## config.mk

```make
export PLATFORM = sky130hd
export DESIGN_NAME = text_console_ctrl
export DESIGN_NICKNAME = d
export VERILOG_FILES = /design/src/rtl/text_console_ctrl.sv
export SDC_FILE = /design/constraint.sdc
export NUM_CORES = 1
export LEC_CHECK = 0
export BUFFER_PORTS_ARGS = -buffer_cell sky130_fd_sc_hd__buf_2
export CAP_MARGIN = 10
export CORE_MARGIN = 3
export CORE_UTILIZATION = 40
export DETAILED_ROUTE_END_ITERATION = 6
export PLACE_DENSITY = 0.63
export RECOVER_POWER = 100
export REMOVE_ABC_BUFFERS = 1
export SLEW_MARGIN = 20
export SYNTH_ARGS = -nofsm -noshare
export SYNTH_HDL_FRONTEND = slang
export SYNTH_SLANG_ARGS = --single-unit
```

## constraint.sdc

```tcl
create_clock -name clk -period 4.2 [get_ports clk]
set_input_delay 0.63 -clock clk [delete_from_list [all_inputs] [get_ports clk]]
set_output_delay 0.63 -clock clk [all_outputs]
set_load 0.05 [all_outputs]
```

## src/rtl/text_console_ctrl.sv

```systemverilog
// text_console_ctrl: writes ASCII codes into the 70x30 text buffer that feeds
// the VGA text renderer, owns the cursor, handles CR/Enter/backspace, clears
// row 0 when the cursor wraps off the last row, and performs a full-screen clear.
// Optional feature macro: CURSOR_BLINK_EN (adds cursor_on and a blink counter).
//
// Handshake: char_valid/char_code from the source is taken on the clock edge
// where char_valid & char_ready; char_ready is high only in IDLE with no clr_all
// pending, and char_code is latched at that edge so the source may change it after.
//
// Buffer writes are registered: the state that decides a write (WRITE, or each
// CLR_ROW/CLR_ALL cycle) loads mem_we/mem_addr/mem_wdata, so the strobe appears
// on the following cycle. mem_addr/mem_wdata hold their last value when idle.
module text_console_ctrl #(
  parameter int COLS   = 70,
  parameter int ROWS   = 30,
  parameter int ADDR_W = 12
`ifdef CURSOR_BLINK_EN
  , parameter int BLINK = 25000000
`endif
) (
  input  logic              clk,
  input  logic              resetn,
  input  logic              char_valid,
  input  logic [7:0]        char_code,
  output logic              char_ready,
  input  logic              clr_all,
  output logic              mem_we,
  output logic [ADDR_W-1:0] mem_addr,
  output logic [7:0]        mem_wdata,
  output logic [4:0]        cur_row,
  output logic [6:0]        cur_col,
  output logic              busy,
`ifdef CURSOR_BLINK_EN
  output logic              cursor_on,
`endif
  output logic [1:0]        dbg_state
);

  localparam logic [4:0]        LAST_ROW   = 5'(ROWS - 1);
  localparam logic [6:0]        LAST_COL   = 7'(COLS - 1);
  localparam logic [ADDR_W-1:0] ROW_END    = ADDR_W'(COLS - 1);
  localparam logic [ADDR_W-1:0] SCREEN_END = ADDR_W'(COLS * ROWS - 1);
  localparam logic [7:0]        SPACE      = 8'h20;

  typedef enum logic [1:0] {S_IDLE, S_WRITE, S_CLR_ROW, S_CLR_ALL} state_t;

  state_t              r_state, w_state_n;
  logic [4:0]          r_row, w_row_n;
  logic [6:0]          r_col, w_col_n;
  logic [7:0]          r_code;
  logic [ADDR_W-1:0]   r_cnt, w_cnt_n;
  logic [ADDR_W-1:0]   r_addr, w_addr_n;
  logic [7:0]          r_wdata, w_wdata_n;
  logic                r_we, w_we_n;
  logic                w_accept, w_adv, w_is_nl, w_is_bs, w_is_print;

  function automatic logic [ADDR_W-1:0] cell_addr(input logic [4:0] row, input logic [6:0] col);
    return ADDR_W'(row) * ADDR_W'(COLS) + ADDR_W'(col);
  endfunction

  assign w_accept   = char_valid & char_ready;
  // 0x5A is the keyboard path's Enter code, so it is a newline, not 'Z'
  assign w_is_nl    = (r_code == 8'h0D) || (r_code == 8'h5A);
  assign w_is_bs    = (r_code == 8'h08);
  assign w_is_print = (r_code >= 8'h20) && (r_code <= 8'h7E) && !w_is_nl;

  // State register
  always_ff @(posedge clk or negedge resetn) begin
    if (!resetn) r_state <= S_IDLE;
    else         r_state <= w_state_n;
  end

  // Next-state, cursor update and buffer-write decision
  always_comb begin
    w_state_n = r_state;
    w_row_n   = r_row;
    w_col_n   = r_col;
    w_cnt_n   = r_cnt;
    w_we_n    = 1'b0;
    w_addr_n  = r_addr;
    w_wdata_n = r_wdata;
    w_adv     = 1'b0;
    case (r_state)
      S_IDLE: begin
        if (clr_all) begin
          w_state_n = S_CLR_ALL;
          w_row_n   = '0;
          w_col_n   = '0;
          w_cnt_n   = '0;
        end else if (char_valid) begin
          w_state_n = S_WRITE;
        end
      end
      S_WRITE: begin
        w_state_n = S_IDLE;
        if (w_is_print) begin
          w_we_n    = 1'b1;
          w_addr_n  = cell_addr(r_row, r_col);
          w_wdata_n = r_code;
          if (r_col == LAST_COL) begin
            w_col_n = '0;
            w_adv   = 1'b1;
          end else begin
            w_col_n = r_col + 7'd1;
          end
        end else if (w_is_nl) begin
          w_col_n = '0;
          w_adv   = 1'b1;
        end else if (w_is_bs) begin
          if (r_col != '0) begin
            w_col_n = r_col - 7'd1;
          end else if (r_row != '0) begin
            w_col_n = LAST_COL;
            w_row_n = r_row - 5'd1;
          end
          w_we_n    = 1'b1;
          w_addr_n  = cell_addr(w_row_n, w_col_n);
          w_wdata_n = SPACE;
        end
        // Row advance; falling off the last row wraps to row 0 and clears it
        if (w_adv) begin
          if (r_row == LAST_ROW) begin
            w_row_n   = '0;
            w_cnt_n   = '0;
            w_state_n = S_CLR_ROW;
          end else begin
            w_row_n = r_row + 5'd1;
          end
        end
      end
      S_CLR_ROW, S_CLR_ALL: begin
        // Row 0 starts at address 0, so both clears just walk the counter
        w_we_n    = 1'b1;
        w_addr_n  = r_cnt;
        w_wdata_n = SPACE;
        if (r_cnt == ((r_state == S_CLR_ROW) ? ROW_END : SCREEN_END)) begin
          w_state_n = S_IDLE;
        end else begin
          w_cnt_n = r_cnt + 1'b1;
        end
      end
      default: w_state_n = S_IDLE;
    endcase
  end

  // Cursor, clear counter, captured code and registered buffer port
  always_ff @(posedge clk or negedge resetn) begin
    if (!resetn) begin
      r_row   <= '0;
      r_col   <= '0;
      r_cnt   <= '0;
      r_code  <= '0;
      r_we    <= 1'b0;
      r_addr  <= '0;
      r_wdata <= '0;
    end else begin
      r_row   <= w_row_n;
      r_col   <= w_col_n;
      r_cnt   <= w_cnt_n;
      r_we    <= w_we_n;
      r_addr  <= w_addr_n;
      r_wdata <= w_wdata_n;
      if (w_accept) r_code <= char_code;
    end
  end

  // Outputs derived from state
  always_comb begin
    char_ready = (r_state == S_IDLE) && !clr_all;
    busy       = (r_state != S_IDLE);
    dbg_state  = r_state;
  end

  assign mem_we    = r_we;
  assign mem_addr  = r_addr;
  assign mem_wdata = r_wdata;
  assign cur_row   = r_row;
  assign cur_col   = r_col;

`ifdef CURSOR_BLINK_EN
  logic [31:0] r_blink_cnt;
  logic        r_cursor_on;

  // Free-running blink timer; typing keeps the cursor solid and restarts it
  always_ff @(posedge clk or negedge resetn) begin
    if (!resetn) begin
      r_blink_cnt <= '0;
      r_cursor_on <= 1'b1;
    end else if (w_accept) begin
      r_blink_cnt <= '0;
      r_cursor_on <= 1'b1;
    end else if (r_blink_cnt == 32'(BLINK - 1)) begin
      r_blink_cnt <= '0;
      r_cursor_on <= ~r_cursor_on;
    end else begin
      r_blink_cnt <= r_blink_cnt + 32'd1;
    end
  end

  assign cursor_on = r_cursor_on;
`endif

endmodule

```

==> metrics.txt <==
ys flop type dfrtp_1; Netlist cell types 72; placer congestion estimate ~0.93; Synth Cell Area 4730 um2; Core ar. between 10,000 and 15,000 um2; reg-to-reg slack, setup 0.14 ns; CTS Buffer Depth 2; M3 GR Usage 3.42%; outcome finished, violations left; Synth area leader dfrtp_1; Fin Setup TNS 0 ns; pre-CTS setup slack -0.171 ns; FMAX 246 MHz; synthesized instance count 536; GR Util All Layers 20.3%; area delta synth->final 20.5%; Worst VDD drop around 0.21 mV; crit path from cur_col[3]; Final HPWL DP just over 10,000 um; total wire length 13,500 um; clk slew on worst S/H paths 0.08 ns; global-route wire length before repair 21,500 um; Buffers on Ports 48; GR Overflow Total 0; Worst Path Max Fanout 4; I/O Pins 49; crit-path cells or4_4 > buf_6 > o41ai_4 > o31ai_4 > ha_1 > ha_2 > inv_2 > fa_2 > buf_6 > nand4b_1 > o2111a_1 > or2_4 > o211ai_1 > nor2_1 > nor3_1 > a31oi_1; CTS tree done; Worst Hold Depth 1; max-slew violations 35; initial antenna violation count 0; global-route met1 utilization 29.1%; die footprint 13,200 um2; Final ANT Viol Nets 0; Worst-Skew Late Latency 0.30 ns; Yosys top cell area share 29.1%; Initial Util approximately two fifths; DRC 0; Critical Path Stages 16; CP bufs+invs 3; First-pass DRT Iterations 5; Synth async-reset ratio 100%; Fin. Hold Viols 0; failing checks capacitance limit, slew limit; met2 global-route usage 32.2%; Post-synth EDFFs 0; critical path's most frequent cell buf_6; fin worst setup slack ~0.14 ns; Hold WC Path Type flip-flop to flip-flop; Crit Reg-Reg Startpoint cur_col[3]; list of most frequent post-synthesis cells dfrtp_1, ha_1, nor2_1; hold path endpoint mem_wdata[7]; Finished Layout Cells about 760; Vias 4,463; clk sink count 55; Relative slew margins -21.6%; Iteration-0 DRC Markers 390; CP max stage cell or4_4; Synth area leaders dfrtp_1, ha_1, xor2_1; CP delay by family, top simple AND/OR/NAND/NOR gates; Max-Cap Viols 1; Lkg Pwr 2.54 nW; Min-Delay Startpoint mem_wdata[7]; GR peak layer met2; diode count 0; final-report setup violation count 0; Tcrit/Tclk final roughly 97%; Via density around 5.8; Placed Instances 749; PwrDens 178 nW/um2; vias in the first global route 4,266; Die Width ~110 um; Final #Nets ~690; YS warnings 0; Reg2Reg Depth 16; share of layout cells above drive strength 1 between 10% and 20%; register area share after synthesis between 20% and 30%; Syn Area/Cell 8.83 um2; crit start category flip-flop; RSZ-0062 raised after global routing true; Die Y approximately 110 um; pin count of the biggest net entering global routing 35; CP Class flip-flop to flip-flop; Worst Max-Slew Pin Slew 1.82 ns; TritonCTS Buffers 5; Multi-input gate area 3300 um2; Worst setup EP type flip-flop; reg-to-reg endpoint mem_addr[11]; fill cell count 1,072; Period minus WS final 4.06 ns; Tot Pwr 0.00101 W; DR WL/cell 17.7 um; htree depth 2; most frequent cell after synthesis dfrtp_1; slowest stage delay, CP 0.55 ns; Clk Tree Root Cell clkbuf_16; Required @ worst endpoint 4.38 ns; Synth Register Bits 55; worst-case clock skew between 0.006 and 0.007 ns; arrival time worst endpoint approximately 4.2 ns; Register Area 1380 um2; std cell rows 39
-- registers in the layout (all words and copies together), names as in the netlist --
| register | cells |
|---|---|
| r_cnt | 12 |
| mem_addr | 12 |
| cur_col | 7 |
| mem_we | 1 |
| dbg_state | 2 |
| cur_row | 5 |
| r_code | 8 |
| mem_wdata | 8 |
-- per-layer routing --
layer	vias up	share of wire, %
li1	2151	-
met1	2156	46
met2	138	46
met3	18	6.3
met4	0	1.4
met5	-	0
-- timing repair --
item	4_1_cts	5_1_grt
resized for setup	11	24
pin swaps	5	19
hold buffers	0	0
endpoints found under the setup margin	6	7
setup buffers	2	5
-- layout by cell type (no fill, tap or decap), drive strengths merged, types with 8 or more instances in the layout --
cell type,synthesis,routed
xnor2,17,17
mux2,8,8
clkbuf,19,46
buf,6,61
a21oi,36,36
dfrtp,55,55
a211oi,9,9
and3,10,10
ha,50,50
nor3,11,11
inv,27,28
nand2,38,38
nand3,15,15
o22ai,10,10
xor2,22,22
o21ai,21,21
nor2,49,49
o31ai,8,8
-- where the power goes --
group | switching, W | total, W | internal, W | leakage (nW)
Sequential | 0.00000403 | 0.000536 | 0.000532 | 0.704
Combinational | 0.0000290 | 0.0000431 | 0.0000141 | 1.76
Clock | 0.000207 | 0.000434 | 0.000227 | 0.0719
-- layout make-up --
| type | count | area share [%] |
|---|---|---|
| Multi-Input combinational cell | 429 | 57.8 |
| Sequential cell | 55 | 24.1 |
| Timing Repair Buffer | 102 | 10.4 |
| Tap cell | 143 | 3.14 |
| Clock buffer | 5 | 2.19 |
| Inverter | 27 | 1.78 |
| Clock inverter | 3 | 0.483 |
-- cell families after synthesis --
group	Yosys count	share of synthesized area (%)
AOI/OAI and AO/OA	154	23.2
xor gates and xnor gates	39	7.38
adders and majority gates	54	14.9
buffers and inverters	52	4.71
DFF	55	29.1
muxes	11	2.54
and+or+nand+nor	171	18.2
-- stage by stage --
step                cell area (um2)  util [%]  hold WS [ns]
finish                         5700      49.7         0.492
global route                   5700      49.7         0.503
CTS                            5610      48.9         0.309
detailed placement             5380      46.9         0.469
global placement               5380      46.9         0.465
floorplan                      4610         -         0.334
-- how the worst max path moves through the flow --
stage | to | slack, ns
4_1_cts | mem_addr[11] | 0.0006
3_3_place_gp | mem_addr[8] | -0.04
2_1_floorplan | mem_addr[10] | -0.59
6_report | mem_addr[11] | 0.14
3_5_place_dp | mem_addr[10] | -0.17
5_1_grt | mem_addr[10] | -0.1
Power figures use the tool's default switching activity.
